--- src/rtl/jtframe_db15_sched.sv ---
// -----------------------------------------------------------------------------
// jtframe_db15_sched
//
// Scheduler for the DB15 serial joystick reader. It produces the reader's
// clock enable and scan window, watches every scan with a timeout watchdog,
// and picks, cycle by cycle, whether the core sees DB15 data or the USB/OSD
// joystick data. It sits between the MiSTer top level and the db15 reader.
//
// Optional feature macro: JTFRAME_DB15_DEBOUNCE_EN
//   Defined     : a sample is copied to the DB buffer only when two scans in
//                 a row return the same value.
//   Not defined : every sample is copied to the DB buffer directly.
//
// Parameters
//   CENDIV    clk cycles per reader clock-enable pulse (>=2)
//   SCAN_GAP  cen pulses spent idle between two scans (>=1)
//   TIMEOUT   cen pulses allowed in SCAN before the scan is aborted
//   MAXFAIL   consecutive timeouts before DB15 is declared lost
//
// Ports
//   rst             asynchronous reset, active high
//   clk             system clock
//   i_enable        DB15 support enabled from the OSD; low selects USB only
//   i_usb_joy0/1    USB joysticks, active high, 12 bits each
//   o_db_cen        one-clk-wide clock enable for the reader
//   o_db_scan       scan request for the reader
//   i_db_sample     reader strobe: new data valid
//   i_db_hooked     reader has detected a controller
//   i_db_joy0/1     reader data for players 0 and 1
//   o_joy0/1        registered joystick data selected for the core
//   o_db15_active   high while DB15 data drives o_joy0/o_joy1
//   o_timeout_err   one-cycle pulse when a scan is aborted
// -----------------------------------------------------------------------------
module jtframe_db15_sched #(
    parameter int CENDIV   = 16,
    parameter int SCAN_GAP = 256,
    parameter int TIMEOUT  = 64,
    parameter int MAXFAIL  = 3
) (
    input  logic        rst,
    input  logic        clk,
    input  logic        i_enable,
    input  logic [11:0] i_usb_joy0,
    input  logic [11:0] i_usb_joy1,
    output logic        o_db_cen,
    output logic        o_db_scan,
    input  logic        i_db_sample,
    input  logic        i_db_hooked,
    input  logic [11:0] i_db_joy0,
    input  logic [11:0] i_db_joy1,
    output logic [11:0] o_joy0,
    output logic [11:0] o_joy1,
    output logic        o_db15_active,
    output logic        o_timeout_err
);

    localparam int CW = $clog2(CENDIV);
    localparam int GW = $clog2(SCAN_GAP + 1);
    localparam int TW = $clog2(TIMEOUT + 1);
    localparam int FW = $clog2(MAXFAIL + 1);

    localparam logic [CW-1:0] CEN_LAST = CW'(CENDIV - 1);
    localparam logic [GW-1:0] GAP_LAST = GW'(SCAN_GAP - 1);
    localparam logic [TW-1:0] TO_LAST  = TW'(TIMEOUT - 1);
    localparam logic [FW-1:0] FAIL_MAX = FW'(MAXFAIL);

    localparam logic [1:0] ST_IDLE  = 2'd0;
    localparam logic [1:0] ST_SCAN  = 2'd1;
    localparam logic [1:0] ST_LATCH = 2'd2;
    localparam logic [1:0] ST_GAP   = 2'd3;

    logic [CW-1:0] r_cenCnt;
    logic [GW-1:0] r_gapCnt;
    logic [TW-1:0] r_toCnt;
    logic [FW-1:0] r_failCnt;
    logic [1:0]    r_state;
    logic          r_lost;
    logic          r_scan;
    logic          r_toErr;
    logic          r_active;
    logic [11:0]   r_buf0;
    logic [11:0]   r_buf1;
    logic [11:0]   r_joy0;
    logic [11:0]   r_joy1;

    logic          w_cen;
    logic [FW-1:0] w_failNext;

    assign w_cen      = (r_cenCnt == CEN_LAST);
    assign w_failNext = (r_failCnt == FAIL_MAX) ? r_failCnt : r_failCnt + FW'(1);

    assign o_db_cen      = w_cen;
    assign o_db_scan     = r_scan;
    assign o_timeout_err = r_toErr;
    assign o_db15_active = r_active;
    assign o_joy0        = r_joy0;
    assign o_joy1        = r_joy1;

    // Free-running divider; the reader depends on a steady shift rate, so it
    // is never gated by enable or the FSM state.
    always_ff @(posedge clk or posedge rst) begin
        if (rst) begin
            r_cenCnt <= '0;
        end else if (w_cen) begin
            r_cenCnt <= '0;
        end else begin
            r_cenCnt <= r_cenCnt + CW'(1);
        end
    end

    // Scan scheduler. r_scan is updated together with the state so that the
    // scan request follows the state register exactly, one clk after the
    // decision. A sample in SCAN wins over a timeout in the same cycle.
    always_ff @(posedge clk or posedge rst) begin
        if (rst) begin
            r_state   <= ST_IDLE;
            r_gapCnt  <= '0;
            r_toCnt   <= '0;
            r_failCnt <= '0;
            r_lost    <= 1'b1;
            r_scan    <= 1'b0;
            r_toErr   <= 1'b0;
        end else begin
            r_toErr <= 1'b0;
            if (!i_enable) begin
                r_state   <= ST_IDLE;
                r_gapCnt  <= '0;
                r_toCnt   <= '0;
                r_failCnt <= '0;
                r_lost    <= 1'b1;
                r_scan    <= 1'b0;
            end else begin
                case (r_state)
                    ST_IDLE: begin
                        if (w_cen) begin
                            if (r_gapCnt == GAP_LAST) begin
                                r_gapCnt <= '0;
                                r_state  <= ST_SCAN;
                                r_scan   <= 1'b1;
                            end else begin
                                r_gapCnt <= r_gapCnt + GW'(1);
                            end
                        end
                    end
                    ST_SCAN: begin
                        if (i_db_sample) begin
                            r_toCnt <= '0;
                            r_state <= ST_LATCH;
                            r_scan  <= 1'b0;
                        end else if (w_cen) begin
                            if (r_toCnt == TO_LAST) begin
                                r_toCnt   <= '0;
                                r_toErr   <= 1'b1;
                                r_state   <= ST_GAP;
                                r_scan    <= 1'b0;
                                r_failCnt <= w_failNext;
                                r_lost    <= r_lost | (w_failNext == FAIL_MAX);
                            end else begin
                                r_toCnt <= r_toCnt + TW'(1);
                            end
                        end
                    end
                    ST_LATCH: begin
                        r_failCnt <= '0;
                        r_lost    <= 1'b0;
                        r_state   <= ST_GAP;
                    end
                    ST_GAP: begin
                        // one idle cycle with scan low lets the reader rearm
                        r_state <= ST_IDLE;
                    end
                    default: begin
                        r_state <= ST_IDLE;
                        r_scan  <= 1'b0;
                    end
                endcase
            end
        end
    end

`ifdef JTFRAME_DB15_DEBOUNCE_EN
    logic [11:0] r_prev0;
    logic [11:0] r_prev1;
    logic        r_prevValid;

    // The buffer only takes a sample that matches the previous scan. After
    // reset or re-enable the first sample just primes the comparison.
    always_ff @(posedge clk or posedge rst) begin
        if (rst) begin
            r_buf0      <= '0;
            r_buf1      <= '0;
            r_prev0     <= '0;
            r_prev1     <= '0;
            r_prevValid <= 1'b0;
        end else if (!i_enable) begin
            r_prevValid <= 1'b0;
        end else if (r_state == ST_LATCH) begin
            r_prev0     <= i_db_joy0;
            r_prev1     <= i_db_joy1;
            r_prevValid <= 1'b1;
            if (r_prevValid && i_db_joy0 == r_prev0 && i_db_joy1 == r_prev1) begin
                r_buf0 <= i_db_joy0;
                r_buf1 <= i_db_joy1;
            end
        end
    end
`else
    always_ff @(posedge clk or posedge rst) begin
        if (rst) begin
            r_buf0 <= '0;
            r_buf1 <= '0;
        end else if (i_enable && r_state == ST_LATCH) begin
            r_buf0 <= i_db_joy0;
            r_buf1 <= i_db_joy1;
        end
    end
`endif

    // Source select. The mux uses the registered active flag, so a change of
    // source reaches the joystick outputs one cycle after o_db15_active.
    always_ff @(posedge clk or posedge rst) begin
        if (rst) begin
            r_active <= 1'b0;
            r_joy0   <= '0;
            r_joy1   <= '0;
        end else begin
            r_active <= i_enable & i_db_hooked & ~r_lost;
            if (r_active) begin
                r_joy0 <= r_buf0;
                r_joy1 <= r_buf1;
            end else begin
                r_joy0 <= i_usb_joy0;
                r_joy1 <= i_usb_joy1;
            end
        end
    end

endmodule

--- config.mk ---
export PLATFORM = sky130hd
export DESIGN_NAME = jtframe_db15_sched
export DESIGN_NICKNAME = d
export VERILOG_FILES = /design/src/rtl/jtframe_db15_sched.sv
export SDC_FILE = /design/constraint.sdc
export NUM_CORES = 1
export LEC_CHECK = 0
export BUFFER_PORTS_ARGS = -buffer_cell sky130_fd_sc_hd__buf_2
export CAP_MARGIN = 5
export CORE_AREA = 3 3 109 111
export CTS_BUF_LIST = sky130_fd_sc_hd__clkbuf_16
export DETAILED_ROUTE_END_ITERATION = 8
export DIE_AREA = 0 0 112 114
export GPL_TIMING_DRIVEN = 0
export PLACE_DENSITY_LB_ADDON = 0.12
export SLEW_MARGIN = 20
export SYNTH_ARGS = -nofsm -noshare
export SYNTH_HDL_FRONTEND = slang
export SYNTH_SLANG_ARGS = --single-unit
--- constraint.sdc ---
create_clock -name clk -period 3.15 [get_ports clk]
set_input_delay 0.63 -clock clk [delete_from_list [all_inputs] [get_ports clk]]
set_output_delay 0.63 -clock clk [all_outputs]
set_load 0.005 [all_outputs]
==> results of run 1 <==
[registers in the layout, summed over array words and instances, names as in the netlist]
| signal | flops |
|---|---|
| o_joy0 | 12 |
| o_timeout_err | 1 |
| r_failCnt | 2 |
| o_joy1 | 12 |
| r_cenCnt | 4 |
| r_state | 2 |
| r_lost | 1 |
| o_db_scan | 1 |
| r_toCnt | 7 |
| r_buf1 | 12 |
| r_gapCnt | 9 |
| r_buf0 | 12 |
| o_db15_active | 1 |
[worst max-delay path, delay by kind of cell, from the launching register on]
family,cells,cell delay (ps)
buffers and inverters,2,350
adders and majority gates,1,320
DFF,1,390
and+or+nand+nor,1,190
[cell type report]
| cell class | count | area (um2) | area share (%) |
|---|---|---|---|
| plain buffers | 10 | 43.8 | 1.03 |
| clock buffers | 9 | 225 | 5.30 |
| clock inverters | 6 | 113 | 2.65 |
| inverters | 10 | 40.0 | 0.942 |
| multi-input cells | 168 | 1320 | 31.1 |
| flip-flops and latches | 76 | 1900 | 44.8 |
| well taps | 140 | 175 | 4.12 |
| repair buffers | 81 | 428 | 10.1 |
[routing by layer]
| metal | wire length, um | part of all wire (%) |
|---|---|---|
| met1 | 3390 | 48 |
| met2 | 3150 | 45 |
| met3 | 453 | 6.4 |
| met4 | 79 | 1.1 |
| met5 | 0 | 0 |
[Yosys cell counts, drive strengths merged (2+ instances only)]
master,count
ha,7
and3,2
mux2,48
o221ai,2
xor2,2
nand3,11
a21oi,11
or4,2
a31oi,2
nand2b,2
o21ai,11
or3,2
a211oi,4
nand3b,3
nor4,3
o31ai,2
buf,5
dfrtp,75
nand2,14
inv,10
xnor2,5
nor2,13
nand4,7
clkbuf,5
[stage by stage]
step / TNS, ps / util, % / std cells
finish: 0 / 39.0 / 500
floorplan: 0 / - / 264
detailed placement: 0 / 35.9 / 485
global route: 0 / 39.0 / 500
CTS: 0 / 39.0 / 500
global placement: -37420 / 35.7 / 484
[power groups by stage]
stage	Clock, mW	Sequential (mW)	Combinational (mW)
2_1_floorplan	0	1.18	0.151
3_3_place_gp	0	1.19	0.220
3_5_place_dp	0	1.20	0.232
4_1_cts	1.21	1.18	0.234
5_1_grt	1.25	1.20	0.258
6_report	1.16	1.18	0.227
[kinds of logic (layout without fill, tap and decap cells)]
family | after synthesis | in the layout
multiplexers | 49 | 49
XOR/XNOR | 7 | 7
AND/OR/NAND/NOR | 61 | 61
buffers and inverters | 20 | 116
adder cells (fa/ha/maj) | 7 | 7
flip-flops | 76 | 76
AO/OA/AOI/OAI | 44 | 44
[cell usage in the layout, fill, tap and decap left out, types with 2 or more instances in the layout]
cell,synthesis,layout
xnor2_1,5,5
a211oi_1,4,4
nand2b_1,2,2
nand2_1,14,14
a21oi_1,11,11
buf_2,4,84
dfrtp_1,75,75
inv_1,10,9
a31oi_1,2,2
nand3_1,10,10
clkbuf_16,0,9
xor2_1,2,2
nor2_1,13,13
or3_1,2,2
or4_1,2,2
clkbuf_1,4,4
o221ai_1,2,2
and3_1,2,2
nand3b_1,3,3
mux2_2,48,48
o21ai_0,10,10
o31ai_1,2,2
nor4_1,2,2
ha_1,7,7
bufinv_16,0,3
nand4_1,6,6
[worst max-delay path by stage]
stage                               end         from  slack [ps]
final                          o_db_cen  r_cenCnt[0]         940
after CTS                      o_db_cen  r_cenCnt[0]         920
after floorplan           o_db15_active          rst         580
after global routing           o_db_cen  r_cenCnt[0]         790
after global placement        o_joy0[2]          rst        -500
after detailed placement     r_buf0[10]     i_enable        1110
==> run_results.csv, run 1 <==
group,metric,value,unit
floorplanning,dieArea,12800,um2
power_and_ir_drop,p_seq_share,45.9,%
layout,final_area,4250,um2
synthesis,yosysTopAreaCellShare,56.8,%
layout,drive_gt1_share,43.6,%
clock_tree,cts_tree,"yes",
sta,clock-skew-final,4.64,ps
detailed_routing,drtIter0Drc,65,
critical_path,r2r_slack,1190,ps
critical_path,critPathCaptureType,"primary output",
power_and_ir_drop,clockPowerShare,45.3,%
synthesis,yosys_warnings,0,
sta,hold_ws,278,ps
critical_path,cp-start-kind,"flip-flop",
clock_tree,cts_root_buffer,"clkbuf_16",
synthesis,synth_seq_cells,76,
placement,place_ws,1110,ps
synthesis,seq_area_frac_synth,57.5,%
synthesis,yosys.area_share.simple,9.88,%
detailed_routing,vias,2342,
global_route,grt_pass1_vias,2375,
layout,num_antenna_cells,0,
synthesis,synth_top_family_by_area,"multiplexers",
synthesis,synth_largest_area_cell,"dfrtp_1",
clock_tree,cts_max_path_buffers,2,
clock_tree,cts_resized,0,
critical_path,r2r_cells,5,
floorplanning,fp.dieW,112,um
synthesis,synthAdderAreaFrac,2.65,%
power_and_ir_drop,power_leakage,1.96,nW
critical_path,cp.arrival,1580,ps
power_and_ir_drop,powerDensity,604,nW/um2
synthesis,synth_compound_area_share,8.97,%
clock_tree,cts.clk_slew.worst_paths,60,ps
floorplanning,ioPinCount,81,
floorplanning,fp-row-count,38,
global_route,overflow,0,
clock_tree,hold_buffers,0,
synthesis,synth_area,3310,um2
clock_tree,h-tree-depth,3,
global_route,top_usage_layer,"met2",
synthesis,async_flop_share,100,%
power_and_ir_drop,sw_frac_of_total,20.8,%
global_route,antenna_found_initial,0,
run,cap_violations,0,
clock_tree,clock_latency,330,ps
layout,synthToLayoutAreaGrowth,28.5,%
sta,relSlewSlack,60.2,%
floorplanning,die_h,114,um
global_route,grt_use_total,11.9,%
sta,clock.fmax,453,MHz
synthesis,synth.area.mux_share,16.6,%
synthesis,yosys.area_share.xor_xnor,1.85,%
power_and_ir_drop,power,2.57,mW
critical_path,reg2reg_to,"r_state[0]",
sta,slew_violations,0,
critical_path,crit_type,"reg -> out",
critical_path,crit_slowest_cell,"dfrtp_1",
synthesis,syn_area_per_cell,12.5,um2
global_route,met3_usage,3.98,%
layout,nets,416,
synthesis,synthFlopType,"dfrtp_1",
power_and_ir_drop,p_comb_share,8.8,%
detailed_routing,wl_per_cell,14.1,um
sta,setup_viol,0,
clock_tree,cts_buffers,9,
layout,fill_cells,1054,
sta,layout_setup_ws,944,ps
synthesis,synth_edf_count,0,
global_route,grt_max_degree,53,
worst_hold_path,hold_class,"in -> async",
floorplanning,start_util,30.4,%
detailed_routing,dr.pass1.iters,4,
sta,rsz0062_at_grt,"no",
clock_tree,cts_setup_buffers,0,
global_route,met1_usage,16.7,%
placement,place_area,3910,um2
synthesis,syn_inst,264,
detailed_routing,drt_wl_total,7.07,mm
placement,gp_congestion,0.732,
detailed_routing,drc,0,
placement,portBuffers,80,
synthesis,netlist_top_cells_area,"dfrtp_1, mux2_2, ha_1",
outcome,outcome,"finished clean",
critical_path,worstPathRequired,2520,ps
sta,worstMarginPinSlew,593,ps
sta,fin_crit,2210,ps
global_route,grt_first_pass_wirelength,12.1,mm
sta,final-hold-violation-count,0,
detailed_routing,drtAntennaViolNets,0,
synthesis,synth_nets,324,
critical_path,cp_max_fo,6,
critical_path,path_cells,"ha_1, nand3_2, inv_1, buf_2",
global_route,use_met2,17.4,%
clock_tree,cts.sinks,76,
power_and_ir_drop,power.internal,2.04,mW
power_and_ir_drop,vdd_ir_drop_max,0.000245,V
critical_path,max_stage_delay,390,ps
synthesis,synth.distinct_cells,46,
critical_path,r2r-start,"r_cenCnt[0]",
power_and_ir_drop,p_switching,533,uW
detailed_routing,viasPerCell,4.68,
sta,post-route-period-util,70.0,%
placement,hpwl,5.06,mm
floorplanning,core,10900,um2
(Power assumes the default switching activity.)
==> run 2: changes to the inputs <==
- ABC_AREA: unset -> 1
- CORE_AREA: 3 3 109 111 -> 3 3 111 113
- DIE_AREA: 0 0 112 114 -> 0 0 114 116
- clock period: 3.15 -> 2.1 ns (I/O delays scaled with it)
==> run 2 against run 1 <==
Final cell count rose by 6.8%. Global-route usage shrank 0.44 points. Synthesized area grew 2.1%. Setup slack worse by 550 ps. Count of clock-buffer cells in the layout is the same. Critical path depth unchanged. Via count fell by 0.13%. Largest power group unchanged. Highest routed layer unchanged.
==> run_results.csv, run 2 <==
group,metric,value,unit
outcome,outcome,"finished clean",
detailed_routing,drtAntennaViolNets,0,
synthesis,syn_inst,294,
clock_tree,hold_buffers,0,
detailed_routing,vias,2339,
floorplanning,dieArea,13200,um2
synthesis,seq_area_frac_synth,56.4,%
global_route,grt_pass1_vias,2424,
floorplanning,fp.dieW,114,um
synthesis,synth.distinct_cells,39,
layout,final_core_util,37.7,%
critical_path,r2r_slack,450,ps
global_route,overflow,0,
critical_path,crit_slowest_cell,"dfrtp_1",
clock_tree,cts_setup_buffers,0,
clock_tree,clock_latency,330,ps
detailed_routing,drt_wl_total,7.03,mm
sta,setup_viol,0,
sta,relSlewSlack,70.3,%
critical_path,crit_buf_inv,2,
sta,tns,0,ps
floorplanning,die_h,116,um
sta,fin_crit,1700,ps
sta,clock.fmax,588,MHz
placement,gp_congestion,0.718,
layout,fill_cells,1152,
synthesis,yosysTopAreaCellShare,55.6,%
synthesis,synth_seq_cells,76,
synthesis,syn_area_per_cell,11.5,um2
synthesis,yosys_warnings,0,
synthesis,yosysMostFrequentCell,"dfrtp_1",
clock_tree,cts.clk_slew.worst_paths,60,ps
detailed_routing,wl_per_cell,13.2,um
floorplanning,start_util,29.6,%
clock_tree,cts_buffers,9,
critical_path,cp_top_family,"flip-flops",
floorplanning,fp-row-count,39,
synthesis,synth_nets,354,
clock_tree,cts_tree,"yes",
clock_tree,cts_root_buffer,"clkbuf_16",
critical_path,cp.arrival,1280,ps
floorplanning,ioPinCount,81,
critical_path,cp_max_fo,4,
sta,clock-skew-final,3.68,ps
layout,drive_gt1_share,42.7,%
floorplanning,core,11400,um2
critical_path,worstPathRequired,1680,ps
synthesis,synth_edf_count,0,
synthesis,synthFlopType,"dfrtp_1",
global_route,grt_max_degree,31,
sta,final-hold-violation-count,0,
detailed_routing,viasPerCell,4.38,
global_route,antenna_found_initial,0,
power_and_ir_drop,vdd_ir_drop_max,0.000559,V
clock_tree,cts_max_path_buffers,2,
critical_path,critPathCaptureType,"primary output",
clock_tree,cts.sinks,76,
sta,worstMarginPinSlew,445,ps
critical_path,crit_type,"reg -> out",
synthesis,synthTopCellsByCount,"dfrtp_1, nand2_1, mux2_2",
sta,post-route-period-util,81.1,%
power_and_ir_drop,power_leakage,2.06,nW
run,cap_violations,0,
layout,layout_commonest_cell,"buf_2",
synthesis,synth_area,3380,um2
global_route,grt_use_total,11.4,%
layout,nets,446,
placement,hpwl,5.19,mm
layout,layout_common_cells,"buf_2, dfrtp_1, nand2_1, mux2_2, inv_1",
sta,slew_violations,0,
detailed_routing,drtIter0Drc,89,
sta,rsz0062_at_grt,"no",
clock_tree,cts_resized,0,
layout,num_antenna_cells,0,
layout,synthToLayoutAreaGrowth,27.7,%
clock_tree,h-tree-depth,3,
critical_path,path_cells,"ha_1, nand3_4, inv_2, buf_2",
synthesis,netlist_top_cells_area,"dfrtp_1, mux2_2, nand2_1",
detailed_routing,dr.pass1.iters,4,
power_and_ir_drop,powerDensity,1090,nW/um2
synthesis,synth_largest_area_cell,"dfrtp_1",
critical_path,cp-start-kind,"flip-flop",
detailed_routing,drc,0,
critical_path,max_stage_delay,390,ps
worst_hold_path,hold_class,"in -> async",
placement,portBuffers,79,
synthesis,async_flop_share,100,%
global_route,grt_first_pass_wirelength,11.9,mm
==> run 2: changes by cell type in the layout (fill, tap and decap cells not counted), sizes merged, moves of 4 or more <==
cell	previous run	this run
o21ai	11	16
nand2	14	45
nand4	7	3
inv	11	31
nor2	13	22
a211oi	4	0
xnor2	5	0
nor3	0	4
clkbuf	14	9
==> run 2: metal layers <==
| layer | global-route usage (%) | part of all wire, % | wire length [um] |
|---|---|---|---|
| met1 | 14.8 | 46 | 3250 |
| met2 | 18.1 | 45 | 3180 |
| met3 | 3.66 | 6.9 | 487 |
| met4 | 4.04 | 1.5 | 108 |
| met5 | 0 | 0 | 0 |
==> run 2: layout make-up <==
| class | count | area (um2) | share of cell area (%) |
|---|---|---|---|
| Sequential cell | 76 | 1900 | 44.2 |
| Multi-Input combinational cell | 180 | 1300 | 30.2 |
| Timing Repair Buffer | 81 | 435 | 10.1 |
| Inverter | 31 | 123 | 2.85 |
| Clock inverter | 7 | 90.1 | 2.09 |
| Buffer | 7 | 52.6 | 1.22 |
| Clock buffer | 9 | 225 | 5.23 |
| Tap cell | 143 | 179 | 4.15 |
==> run 2: kinds of logic (layout without fill, tap and decap cells) <==
group	Yosys count	in the layout	synth area share, %
AOI/OAI and AO/OA	31	31	6.30
xor gates and xnor gates	2	2	0.519
adders and majority gates	7	7	2.59
buffers and inverters	38	135	5.08
DFF	76	76	56.4
muxes	48	48	16.0
and+or+nand+nor	92	92	13.1
==> run 2: metrics by stage <==
step                      std cells  power, mW  hold WS, ps  setup slack (ps)  cell area (um2)
after floorplan                 294       2.78          458               623             3380
after global placement          516       3.07          469               184             3950
after detailed placement        518       3.11          463               464             3990
after CTS                       534       4.78          107               354             4310
after global routing            534       5.01          124               287             4310
final                           534       4.69         97.3               398             4310
==> run 2: worst paths after layout <==
kind                              startpoint           to  cells after the start
worst max-delay path             r_cenCnt[0]     o_db_cen                      4
worst min-delay path                     rst   r_buf1[11]                      2
worst max register to register    r_state[0]  r_gapCnt[7]                      8
worst min register to register    r_toCnt[6]   r_toCnt[6]                      1
max in group asynchronous                rst  r_gapCnt[5]                      4
min in group clk                i_db_joy0[1]    r_buf0[1]                      2
==> run 2: worst reg2reg max path, cell delays in order (launching register included) <==
cell	delay [ps]
dfrtp_1	400
inv_1	130
ha_1	280
inv_1	130
o21ai_4	210
and2_4	200
nand2_1	50
o21ai_1	90
a21oi_2	50
==> run 2: report_power, final <==
part	leakage [nW]	switching [mW]	internal, mW
clock	0.155	0.598	1.04
combinational	0.958	0.480	0.518
sequential	0.943	0.185	1.87
total	2.06	1.26	3.42
